`src/rtl/multi_block_detect.sv`:
```
// ---------------------------------------------------------------------------
// multi_block_detect
//
// Watches the hardware CF-Log write stream and detects, on NUM_BLK
// independent channels, when a programmed sequence of (src,dest) entries
// ("block") has been written in order. Each channel tracks its progress
// with a pointer; the block's entry at that pointer is supplied back
// combinationally by the caller. Completed blocks are reported through a
// one-entry valid/ready output register. Lost detections set a sticky flag.
//
// Optional feature: define MULTI_BLOCK_DETECT_STATS_EN to add det_hits,
// per-channel saturating 16-bit completion counters (dropped completions
// are counted too).
//
// Ports
//   clk, rst_n                      clock (rising edge), async active-low reset
//   cflow_hw_wen                    CF-Log write strobe, one entry per cycle
//   cflow_log_ptr                   CF-Log address of the current write
//   cflow_src, cflow_dest           current log entry
//   blk_len   [NUM_BLK*LEN_W]       per-channel length, 0 disables
//   blk_id    [NUM_BLK*ID_W]        per-channel block id
//   blk_first_src/dest              per-channel entry 0
//   blk_entry_src/dest              per-channel entry at blk_ptr
//   blk_ptr   [NUM_BLK*LEN_W]       per-channel next expected entry
//   det_valid, det_ready            result handshake
//   det_id, det_addr                id and first-entry address of result
//   det_busy  [NUM_BLK]             channel is mid-block
//   det_overflow, ovf_clr           sticky lost-detection flag and its clear
//   det_hits  [NUM_BLK*16]          (STATS_EN only) completion counters
// ---------------------------------------------------------------------------
module multi_block_detect #(
    parameter int ADDR_W  = 16,
    parameter int NUM_BLK = 4,
    parameter int LEN_W   = 8,
    parameter int ID_W    = 8
) (
    input  logic                       clk,
    input  logic                       rst_n,
    input  logic                       cflow_hw_wen,
    input  logic [ADDR_W-1:0]          cflow_log_ptr,
    input  logic [ADDR_W-1:0]          cflow_src,
    input  logic [ADDR_W-1:0]          cflow_dest,
    input  logic [NUM_BLK*LEN_W-1:0]   blk_len,
    input  logic [NUM_BLK*ID_W-1:0]    blk_id,
    input  logic [NUM_BLK*ADDR_W-1:0]  blk_first_src,
    input  logic [NUM_BLK*ADDR_W-1:0]  blk_first_dest,
    input  logic [NUM_BLK*ADDR_W-1:0]  blk_entry_src,
    input  logic [NUM_BLK*ADDR_W-1:0]  blk_entry_dest,
    output logic [NUM_BLK*LEN_W-1:0]   blk_ptr,
    output logic                       det_valid,
    input  logic                       det_ready,
    output logic [ID_W-1:0]            det_id,
    output logic [ADDR_W-1:0]          det_addr,
    output logic [NUM_BLK-1:0]         det_busy,
    output logic                       det_overflow,
    input  logic                       ovf_clr
`ifdef MULTI_BLOCK_DETECT_STATS_EN
    ,
    output logic [NUM_BLK*16-1:0]      det_hits
`endif
);

    typedef enum logic {
        ST_IDLE    = 1'b0,
        ST_MONITOR = 1'b1
    } state_t;

    state_t            r_state     [NUM_BLK];
    state_t            w_state_nxt [NUM_BLK];
    logic [LEN_W-1:0]  r_ptr       [NUM_BLK];
    logic [LEN_W-1:0]  w_ptr_nxt   [NUM_BLK];
    logic [ADDR_W-1:0] r_start     [NUM_BLK];
    logic [ADDR_W-1:0] w_start_nxt [NUM_BLK];
    logic [LEN_W-1:0]  w_len       [NUM_BLK];
    logic [ADDR_W-1:0] w_cmp_addr  [NUM_BLK];
    logic [NUM_BLK-1:0] w_first;
    logic [NUM_BLK-1:0] w_match;
    logic [NUM_BLK-1:0] w_cmp;

    logic              r_det_valid;
    logic [ID_W-1:0]   r_det_id;
    logic [ADDR_W-1:0] r_det_addr;
    logic              r_ovf;

    logic              w_any;
    logic              w_multi;
    logic [ID_W-1:0]   w_sel_id;
    logic [ADDR_W-1:0] w_sel_addr;
    logic              w_load;
    logic              w_ovf_set;

    // Per-channel unpacking of the flat buses and entry comparisons.
    for (genvar g = 0; g < NUM_BLK; g++) begin : g_chan
        assign w_len[g]   = blk_len[g*LEN_W +: LEN_W];
        assign w_first[g] = (cflow_src  == blk_first_src [g*ADDR_W +: ADDR_W]) &&
                            (cflow_dest == blk_first_dest[g*ADDR_W +: ADDR_W]);
        assign w_match[g] = (cflow_src  == blk_entry_src [g*ADDR_W +: ADDR_W]) &&
                            (cflow_dest == blk_entry_dest[g*ADDR_W +: ADDR_W]);
        assign blk_ptr[g*LEN_W +: LEN_W] = r_ptr[g];
        assign det_busy[g] = (r_state[g] == ST_MONITOR);
    end

    // Channel next-state logic. Everything holds unless a write is present.
    always_comb begin
        for (int i = 0; i < NUM_BLK; i++) begin
            // NOTE: every combinationally assigned signal gets a default first
            // so no path leaves it unassigned (which would infer a latch).
            w_state_nxt[i] = r_state[i];
            w_ptr_nxt[i]   = r_ptr[i];
            w_start_nxt[i] = r_start[i];
            w_cmp[i]       = 1'b0;
            w_cmp_addr[i]  = r_start[i];
            if (cflow_hw_wen) begin
                case (r_state[i])
                    ST_IDLE: begin
                        w_ptr_nxt[i] = '0;
                        if (w_first[i] && w_len[i] == LEN_W'(1)) begin
                            // Single-entry block completes on its first write.
                            w_cmp[i]      = 1'b1;
                            w_cmp_addr[i] = cflow_log_ptr;
                        end else if (w_first[i] && w_len[i] > LEN_W'(1)) begin
                            w_state_nxt[i] = ST_MONITOR;
                            w_ptr_nxt[i]   = LEN_W'(1);
                            w_start_nxt[i] = cflow_log_ptr;
                        end
                    end
                    ST_MONITOR: begin
                        if (w_len[i] == '0) begin
                            // Guards len-1 against a disabled channel.
                            w_state_nxt[i] = ST_IDLE;
                            w_ptr_nxt[i]   = '0;
                        end else if (w_match[i]) begin
                            if (r_ptr[i] >= w_len[i] - LEN_W'(1)) begin
                                w_cmp[i]       = 1'b1;
                                w_state_nxt[i] = ST_IDLE;
                                w_ptr_nxt[i]   = '0;
                            end else begin
                                w_ptr_nxt[i] = r_ptr[i] + LEN_W'(1);
                            end
                        end else if (w_first[i]) begin
                            // Broken sequence that is itself a fresh start.
                            w_ptr_nxt[i]   = LEN_W'(1);
                            w_start_nxt[i] = cflow_log_ptr;
                        end else begin
                            w_state_nxt[i] = ST_IDLE;
                            w_ptr_nxt[i]   = '0;
                        end
                    end
                    default: begin
                        w_state_nxt[i] = ST_IDLE;
                        w_ptr_nxt[i]   = '0;
                    end
                endcase
            end
        end
    end

    // NOTE: sequential state uses non-blocking assignments so all registers
    // update together from pre-edge values.
    // NOTE: the per-channel arrays are small register files, not RAM, so
    // they are reset explicitly; a channel must never resume mid-block.
    always_ff @(posedge clk or negedge rst_n) begin
        if (!rst_n) begin
            for (int i = 0; i < NUM_BLK; i++) begin
                r_state[i] <= ST_IDLE;
                r_ptr[i]   <= '0;
                r_start[i] <= '0;
            end
        end else begin
            for (int i = 0; i < NUM_BLK; i++) begin
                r_state[i] <= w_state_nxt[i];
                r_ptr[i]   <= w_ptr_nxt[i];
                r_start[i] <= w_start_nxt[i];
            end
        end
    end

    // Lowest-index completion wins; any further completion is lost.
    always_comb begin
        w_any      = 1'b0;
        w_multi    = 1'b0;
        w_sel_id   = '0;
        w_sel_addr = '0;
        for (int i = 0; i < NUM_BLK; i++) begin
            if (w_cmp[i]) begin
                if (w_any) begin
                    w_multi = 1'b1;
                end else begin
                    w_any      = 1'b1;
                    w_sel_id   = blk_id[i*ID_W +: ID_W];
                    w_sel_addr = w_cmp_addr[i];
                end
            end
        end
    end

    assign w_load    = !r_det_valid || det_ready;
    assign w_ovf_set = w_multi || (w_any && !w_load);

    always_ff @(posedge clk or negedge rst_n) begin
        if (!rst_n) begin
            r_det_valid <= 1'b0;
            r_det_id    <= '0;
            r_det_addr  <= '0;
            r_ovf       <= 1'b0;
        end else begin
            if (w_load) begin
                r_det_valid <= w_any;
                if (w_any) begin
                    r_det_id   <= w_sel_id;
                    r_det_addr <= w_sel_addr;
                end
            end
            // Setting wins over a simultaneous clear.
            if (w_ovf_set) begin
                r_ovf <= 1'b1;
            end else if (ovf_clr) begin
                r_ovf <= 1'b0;
            end
        end
    end

    assign det_valid    = r_det_valid;
    assign det_id       = r_det_id;
    assign det_addr     = r_det_addr;
    assign det_overflow = r_ovf;

`ifdef MULTI_BLOCK_DETECT_STATS_EN
    logic [15:0] r_hits [NUM_BLK];

    always_ff @(posedge clk or negedge rst_n) begin
        if (!rst_n) begin
            for (int i = 0; i < NUM_BLK; i++) begin
                r_hits[i] <= '0;
            end
        end else begin
            for (int i = 0; i < NUM_BLK; i++) begin
                if (w_cmp[i] && r_hits[i] != 16'hFFFF) begin
                    r_hits[i] <= r_hits[i] + 16'd1;
                end
            end
        end
    end

    for (genvar g = 0; g < NUM_BLK; g++) begin : g_hits
        assign det_hits[g*16 +: 16] = r_hits[g];
    end
`endif

endmodule

```
`config.mk`:
```
export PLATFORM = sky130hd
export DESIGN_NAME = multi_block_detect
export DESIGN_NICKNAME = d
export VERILOG_FILES = /design/src/rtl/multi_block_detect.sv
export SDC_FILE = /design/constraint.sdc
export NUM_CORES = 1
export LEC_CHECK = 0
export ABC_AREA = 0
export BUFFER_PORTS_ARGS = -buffer_cell sky130_fd_sc_hd__buf_4
export CAP_MARGIN = 20
export CORE_AREA = 2 2 167 169
export DETAILED_ROUTE_END_ITERATION = 16
export DIE_AREA = 0 0 169 171
export PLACE_DENSITY = 0.7
export SETUP_SLACK_MARGIN = 0.02
export SKIP_CTS_REPAIR_TIMING = 1
export SYNTH_ARGS = -nofsm -noshare
export SYNTH_HDL_FRONTEND = slang
export SYNTH_SLANG_ARGS = --single-unit
```
`constraint.sdc`:
```
create_clock -name clk -period 3.1 [get_ports clk]
set_input_delay 0.62 -clock clk [delete_from_list [all_inputs] [get_ports clk]]
set_output_delay 0.62 -clock clk [all_outputs]
set_load 0.01 [all_outputs]
```
# After elaboration in Yosys (flattened, before gate mapping)
# Cells that the tools add are included.
[totals]
regBits = 126
inputBits = 373
out_inout_bits = 62
elab_cells = 249
[op_classes]
n_addsub = 8
n_lt_le_gt_ge = 8
n_eq_ne = 40
mux = 142
n_bitwise = 4
reduce_logical = 31
[ops]
columns = ["op", "count"]
rows = [
  ["two-way mux 16 bit", 39],
  ["== test 16 bit", 16],
  ["two-way mux 8 bit", 19],
  ["one-hot mux 16 bit (2 select lines)", 4],
  ["two-way mux 1 bit", 68],
  ["one-hot mux 8 bit (2 select lines)", 4],
  ["adder 8 x 1 -> 8 bit, second input constant", 4],
  ["== test 8 x 1 -> 1 bit, second input constant", 4],
  ["greater-or-equal comparator 8 bit", 4],
  ["> comparator 8 x 1 -> 1 bit, second input constant", 4],
  ["logical NOT 8 bit", 4],
  ["inequality test 2 bit, second input constant", 16],
  ["subtractor 8 x 1 -> 8 bit, second input constant", 4],
  ["AND reduction 6 bit", 4],
  ["logical AND 1 bit", 17],
  ["one-hot mux 1 bit (2 select lines)", 8],
  ["inequality test 2 x 1 -> 1 bit, second input constant", 4],
  ["inverter 1 bit", 4],
  ["logical NOT 1 bit", 2],
  ["logical OR 1 bit", 2],
  ["AND reduction 2 bit", 1],
  ["nonzero test 2 bit", 1],
]

# Depth between registers and ports, before layout
# Gate-level depths: netlist of the first run.
[depth]
depth_word = 16
depth_mapped = 16
ltp_nobuf = 15

# Least setup slack after synthesis of the first run
# No wires, ideal clock.
[synth_timing]
path_type = "input to register"
from = "input port blk_len[13]"
to = "register r_det_addr[0], in the netlist det_addr[0]"
setup_time_ns = 0.064
arrival_ns = 3.580
required_time_ns = 3.036
setup_slack_ns = -0.545
path_stages = 12
path_buffers = 1
cell_sequence = "or4_1 nor4_1 xnor2_1 ha_1 and3_1 a221o_1 and2_1 clkbuf_1 nor3_1 nand3_1 o22ai_1 mux2_2"
[synth_via]
elab_chain_cells = 12
elab_cells_between_ends = 24
cone_classes = "add/sub (1); order compare (1); eq/ne (1); mux (18); reduce/logical (3)"
[synth_rtl]
columns = ["item", "line", "rtl"]
rows = [
  ["start, declared", "43", "input logic [NUM_BLK*LEN_W-1:0] blk_len,"],
  ["subtractor 8 x 1 -> 8 bit", "133", "if (r_ptr[i] >= w_len[i] - LEN_W'(1)) begin"],
  ["greater-or-equal comparator 8 bit", "133", ""],
  ["two-way mux 1 bit", "133", ""],
  ["two-way mux 1 bit", "132", "end else if (w_match[i]) begin"],
  ["two-way mux 1 bit", "128", "if (w_len[i] == '0) begin"],
  ["one-hot mux 1 bit (2 select lines)", "114", "case (r_state[i])"],
  ["two-way mux 1 bit", "113", "if (cflow_hw_wen) begin"],
  ["two-way mux 16 bit or two-way mux 1 bit (tied branches)", "185", "if (w_cmp[i]) begin"],
  ["two-way mux 16 bit", "186", "if (w_any) begin"],
  ["two-way mux 16 bit", "185", ""],
  ["two-way mux 16 bit", "186", ""],
  ["two-way mux 16 bit", "185", ""],
  ["end signal, assigned", "211", "r_det_addr <= w_sel_addr;"],
  ["end, declared", "82", "logic [ADDR_W-1:0] r_det_addr;"],
]
# Several ways; a longest one is shown, not always the timed one.
# A chain may end at the register's enable or synchronous reset.

# Worst setup path after layout of the first run
[layout_timing]
from = "input port blk_len[21]"
to = "register r_det_id[5], in the netlist det_id[5]"
[layout_via]
elab_chain_cells = 10
elab_cells_between_ends = 17
cone_classes = "add/sub (1); order compare (1); eq/ne (1); mux (11); reduce/logical (3)"
[layout_rtl]
columns = ["item", "line", "rtl"]
rows = [
  ["subtractor 8 x 1 -> 8 bit", "133", ""],
  ["greater-or-equal comparator 8 bit", "133", ""],
  ["two-way mux 1 bit", "133", ""],
  ["two-way mux 1 bit", "132", ""],
  ["two-way mux 1 bit", "128", ""],
  ["one-hot mux 1 bit (2 select lines) (*)", "114", ""],
  ["two-way mux 1 bit (*)", "113", ""],
  ["two-way mux 8 bit or two-way mux 1 bit (tied branches)", "185", ""],
  ["two-way mux 8 bit or two-way mux 1 bit (tied branches)", "186, 185", ""],
  ["two-way mux 8 bit or AND reduction 2 bit (tied branches)", "--", ""],
  ["end signal, assigned", "210", "r_det_id <= w_sel_id;"],
  ["end, declared", "81", "logic [ID_W-1:0] r_det_id;"],
]
# Every way passes the cells marked *; elsewhere a longest branch is shown, timed or not.

==> metrics.yaml, run 1 <==
cts-buffers-inserted: 17
fin_crit_sh_pct: 113.1
portBuffers: 434
use_met1_pct: 45.29
grt_max_degree: 59
syn_nets: 1634
cp-end-kind: "register"
critPathArrivalTime_ns: 3.85
worstPathMaxFanout: 10
drive_above_1_share_pct: 45.38
track_usage_pct: 35.20
synth_seq_area_share_pct: 27.70
hold_path.class: "input port to async pin"
synth_edf_count: 0
setup_ws_ns: -0.4051
grt.met2_usage_pct: 61.48
slew_viol_final: 0
multi_input_area_um2: 7884
crit_required_ns: 3.45
fin_nets: 2237
cts_sinks: 126
io_pins: 435
via_per_inst: 5.558
cp_common_cell: "a21oi_1"
antenna_left: 0
finalHoldViolations: 0
maxSlewHeadroom_pct: 51.00
die_h_um: 171
die_area_um2: 28900
htreeDepth: 4
setup_viol: 24
gp_congestion: 1.038
path_cells: "buf_8 -> or4_4 -> nor4_4 -> xnor2_1 -> ha_1 -> a21oi_1 -> o21ai_1 -> a21oi_1 -> buf_4 -> inv_4 -> a41oi_4 -> buf_6 -> nand2_4 -> o31ai_4 -> buf_6 -> clkbuf_16 -> a221oi_2 -> a21oi_1"
start_util_pct: 41.67
ys_types: 70
status: "finished, violations left"
violations: "negative setup slack"
cpPeakStageDelay_ns: 0.57
die_w_um: 169
clock_skew_ns: 0.01122
drtIter0Drc: 1002
grt_pass1_wl_mm: 75.23
drc: 0
core_um2: 27320
cts_tree: "built"
fill_cells: 2360
wl_per_cell_um: 24.18
via_count: 12094
fin_crit_ns: 3.505
avgSynthCellArea_um2: 9.386
worstMarginPinSlew_ns: 0.7335
area_growth_pct: 52.43
power_uw: 4798
grt_use_met3_pct: 4.997
ys.flop_type: "dfrtp_1"
critPathSlowestCell: "or4_4"
syn_area_um2: 11380
ir_worst_vdd_uv: 374.7
insertion_delay_ns: 0.43
fmax_mhz: 285.3
seq_area_um2: 3153
worst-setup-path-type: "input port to register"
power_density_nw_per_um2: 276.5
leakagePower_uw: 0.008554
clockRootBuffer: "clkbuf_16"
hpwlAfterDp_mm: 43.20
startpoint_type: "input port"
cts_max_path_buffers: 2
synth_cells: 1213
async_flop_share_pct: 100.0
synth-warning-count: 0
overflow: 0
dpl_worst_slack_ns: -0.8710
max_cap_viol_count: 0
num_rows: 61
ys_seq_elements: 126
grt_pass1_vias: 12158
antenna_found_initial: 2
rsz0062_at_grt: "true"
grt_most_used_layer: "met2"
routed_wl_mm: 52.62
clk_pin_slew_worst_paths_ns: 0.07
firstDrtPassIters: 5
[layout make-up]
type | count | area share (%)
flip-flops and latches | 126 | 18.17
inverters | 32 | 0.7066
multi-input cells | 982 | 45.43
clock buffers | 17 | 2.451
diodes | 1 | 0.01442
well taps | 346 | 2.495
repair buffers | 657 | 29.92
clock inverters | 15 | 0.8147
[power breakdown]
| part | internal [uW] | switching (uW) | leakage, uW |
|---|---|---|---|
| combinational | 628 | 570 | 0.00655 |
| sequential | 1650 | 3.40 | 0.00172 |
| clock | 1070 | 885 | 0.000284 |
| total | 3340 | 1460 | 0.00855 |
[per-layer routing]
layer	share of wire (%)	routed length (um)	vias to the layer above
met2	49	25830	551
li1	-	-	5572
met1	41	21480	5889
met3	7.0	3702	80
met4	3.0	1603	2
met5	0.021	11	-
[registers in the layout (all words and copies together) (netlist names)]
signal / count
det_busy: 4
det_id: 8
det_valid: 1
r_start: 64
det_overflow: 1
blk_ptr: 32
det_addr: 16
[worst paths after layout]
path,from,to,slack (ns),cells past startpoint
max,blk_len[21],det_id[5]$_DFFE_PN0P_,-0.41,18
min,rst_n,r_start[2]$_DFFE_PN0P_,0.19,1
max reg2reg,blk_ptr[8]$_DFFE_PN0P_,det_id[5]$_DFFE_PN0P_,0,11
min reg2reg,det_addr[2]$_DFFE_PN0P_,det_addr[2]$_DFFE_PN0P_,0.50,2
max in group asynchronous,rst_n,blk_ptr[20]$_DFFE_PN0P_,2.12,2
min in group clk,ovf_clr,det_overflow$_DFFE_PN0P_,0.47,3
[cells by family (layout without fill, tap and decap cells)]
family / after synthesis / in the layout / synth area share, %
fa+ha+maj: 48 / 48 / 5.275
buf+inv: 105 / 721 / 4.836
flops: 126 / 126 / 27.70
mux: 129 / 129 / 12.16
xor+xnor: 282 / 282 / 21.69
simple gates: 323 / 323 / 16.39
compound gates: 200 / 200 / 11.96
other cells: 0 / 1 / 0
[placed cells by master, fill, tap and decap left out, types with 23 or more instances in the layout]
cell type and n:
xor2_1 231, nand4_1 26, dfrtp_1 126, nor2_1 23, mux2i_1 55, buf_4 631, nor4_1 60, xnor2_1 51
a21oi_1 40, inv_1 30, mux2_2 74, ha_1 48, o21ai_0 46, nand2_1 71
[Yosys cell counts, types with 11 or more instances]
cell type	count	area share [%]
mux2_2	74	7.3
buf_6	11	1.1
clkbuf_1	25	0.82
or4_1	15	0.99
or2_2	12	0.66
dfrtp_1	126	28
inv_1	31	1.0
nor3_1	14	0.62
ha_1	48	5.3
o211ai_1	13	0.86
nor4_1	66	3.6
a21oi_1	42	1.8
nor4b_1	11	0.85
and3_1	17	0.93
xnor2_1	51	3.9
nand4_1	26	1.4
o21ai_1	15	0.66
mux2i_1	55	4.8
o21ai_0	48	2.1
xor2_1	231	18
buf_2	26	1.1
nor2_1	23	0.76
nand2b_1	18	0.99
nand3_1	19	0.84
nand2_1	72	2.4
[worst max-delay path, delay by kind of cell]
kind	cells	cell delay, ns
compound gates	7	1.15
xor+xnor	1	0.17
fa+ha+maj	1	0.28
buf+inv	6	0.82
simple gates	3	0.78
[per-stage QoR]
step	std cells	instance area (um^2)	hold WS, ns	TNS, ns	util, %
3_5_place_dp	2133	16540	0.4865	-22.14	60.55
2_1_floorplan	1213	11540	0.3244	-6.409	-
4_1_cts	2165	17110	0.2041	-7.904	62.62
6_report	2176	17350	0.1903	-7.982	63.51
5_1_grt	2176	17350	0.2271	-10.46	63.51
3_3_place_gp	2133	16540	0.4841	-19.85	60.55
Power figures use the tool's default switching activity.
==> run 2, diff against run 1 <==
--- a/config.mk
+++ b/config.mk
@@ -9,11 +9,11 @@
 export BUFFER_PORTS_ARGS = -buffer_cell sky130_fd_sc_hd__buf_4
 export CAP_MARGIN = 20
 export CORE_AREA = 2 2 167 169
+export CTS_CLUSTER_SIZE = 20
 export DETAILED_ROUTE_END_ITERATION = 16
 export DIE_AREA = 0 0 169 171
 export PLACE_DENSITY = 0.7
 export SETUP_SLACK_MARGIN = 0.02
-export SKIP_CTS_REPAIR_TIMING = 1
 export SYNTH_ARGS = -nofsm -noshare
 export SYNTH_HDL_FRONTEND = slang
 export SYNTH_SLANG_ARGS = --single-unit
==> metrics.yaml, run 2 (synthesis results as in run 1) <==
status: "finished, violations left"
violations: "negative setup slack"
finalHoldViolations: 0
clock_skew_ns: 0.01515
grt_pass1_vias: 12337
overflow: 0
drc: 0
gp_congestion: 1.038
setup_ws_ns: -0.3375
area_growth_pct: 55.02
fin_crit_sh_pct: 110.9
hold_path.class: "input port to async pin"
crit_required_ns: 3.41
leakagePower_uw: 0.008662
worstPathMaxFanout: 5
layout_common_cells: "buf_4, xor2_1, dfrtp_1"
cp-end-kind: "register"
via_per_inst: 5.616
portBuffers: 434
wl_per_cell_um: 24.49
clk_pin_slew_worst_paths_ns: 0.07
htreeDepth: 4
grt_pass1_wl_mm: 76.71
cts-buffers-inserted: 17
setup_viol: 25
insertion_delay_ns: 0.43
antenna_left: 0
worstMarginPinSlew_ns: 0.7907
io_pins: 435
die_area_um2: 28900
layout_commonest_cell: "buf_4"
fmax_mhz: 290.9
fin_nets: 2246
rsz0062_at_grt: "true"
instances_no_fill: 2187
startpoint_type: "input port"
cts_sinks: 126
fin_crit_ns: 3.437
hpwlAfterDp_mm: 43.20
cts_tree: "built"
via_count: 12282
antenna_found_initial: 2
largest_register_ffs: 64
core_um2: 27320
worst-setup-path-type: "input port to register"
power_density_nw_per_um2: 272.4
track_usage_pct: 35.90
top_register: "r_start"
critPathArrivalTime_ns: 3.74
die_w_um: 169
grt_max_degree: 59
routed_wl_mm: 53.57
max_cap_viol_count: 0
slew_viol_final: 0
die_h_um: 171
cts_max_path_buffers: 2
drtIter0Drc: 1229
power_uw: 4807
maxSlewHeadroom_pct: 47.18
firstDrtPassIters: 5
num_rows: 61
start_util_pct: 41.67
ir_worst_vdd_uv: 343.2
drive_above_1_share_pct: 46.57
clockRootBuffer: "clkbuf_16"
dp_cells: 2133
==> run 2: cell types whose count changed in the layout (fill, tap and decap cells not counted), sizes merged <==
cell | previous run | this run
buf | 655 | 664
diode | 1 | 3
==> run 2: area by class of cell <==
type,instances,area [um^2]
Fill cell,2296,9676
Timing Repair Buffer,666,5344
Multi-Input combinational cell,982,8021
Inverter,32,122.6
Sequential cell,126,3153
Clock buffer,17,425.4
Antenna cell,3,7.507
Clock inverter,15,141.4
Tap cell,346,432.9
==> run 2: critical path: stages <==
cell      delay [ns]
buf_6           0.09
or4_4           0.56
nor4_4          0.16
xnor2_1         0.17
ha_1            0.29
a21oi_1         0.14
o21ai_1         0.09
a21oi_1         0.13
buf_4           0.16
inv_4           0.04
a41oi_4         0.25
buf_4           0.18
buf_2           0.15
nor4b_1         0.08
a211o_1         0.29
a221oi_2        0.28
a21oi_1         0.07
==> run 2: stage by stage <==
stage	utilization (%)	instance area (um^2)	TNS, ns	hold slack [ns]	setup WS, ns
after global placement	60.55	16540	-19.85	0.4841	-0.8118
after detailed placement	60.55	16540	-22.14	0.4865	-0.8710
after CTS	63.73	17410	-4.653	0.2041	-0.2733
after global routing	64.57	17640	-8.498	0.2337	-0.4824
final	64.59	17650	-5.341	0.1954	-0.3375
after floorplan	-	11540	-6.409	0.3244	-0.3045
==> run 2: layer usage <==
| layer | wire length [um] | global-route usage [%] | part of all wire [%] |
|---|---|---|---|
| met1 | 21730 | 46.17 | 41 |
| met2 | 26420 | 62.74 | 49 |
| met3 | 3778 | 5.089 | 7.1 |
| met4 | 1626 | 10.59 | 3.0 |
| met5 | 11 | 0 | 0.021 |
==> run 2: worst paths after layout <==
| path | end | slack (ns) | startpoint | cells after the start |
|---|---|---|---|---|
| worst min register to register | det_addr[2]$_DFFE_PN0P_ | 0.50 | det_addr[2]$_DFFE_PN0P_ | 2 |
| min in group clk | det_id[1]$_DFFE_PN0P_ | 0.48 | blk_id[25] | 3 |
| worst max register to register | det_id[7]$_DFFE_PN0P_ | 0.12 | blk_ptr[8]$_DFFE_PN0P_ | 11 |
| worst max-delay path | det_id[5]$_DFFE_PN0P_ | -0.34 | blk_len[18] | 17 |
| worst min-delay path | r_start[34]$_DFFE_PN0P_ | 0.20 | rst_n | 1 |
| max in group asynchronous | blk_ptr[23]$_DFFE_PN0P_ | 2.09 | rst_n | 2 |
==> run 2: repair_timing <==
action	in CTS	in global routing
hold endpoints to repair	0	0
setup endpoints to repair	25	26
buffers inserted	9	4
cloned	5	2
pin swaps	39	22
gates resized for setup	31	33
hold buffers	0	0
==> run 2: where the power goes <==
part / internal [uW] / switching, uW
registers: 1650 / 3.24
clock network: 1070 / 885
logic: 632 / 575
total: 3340 / 1460
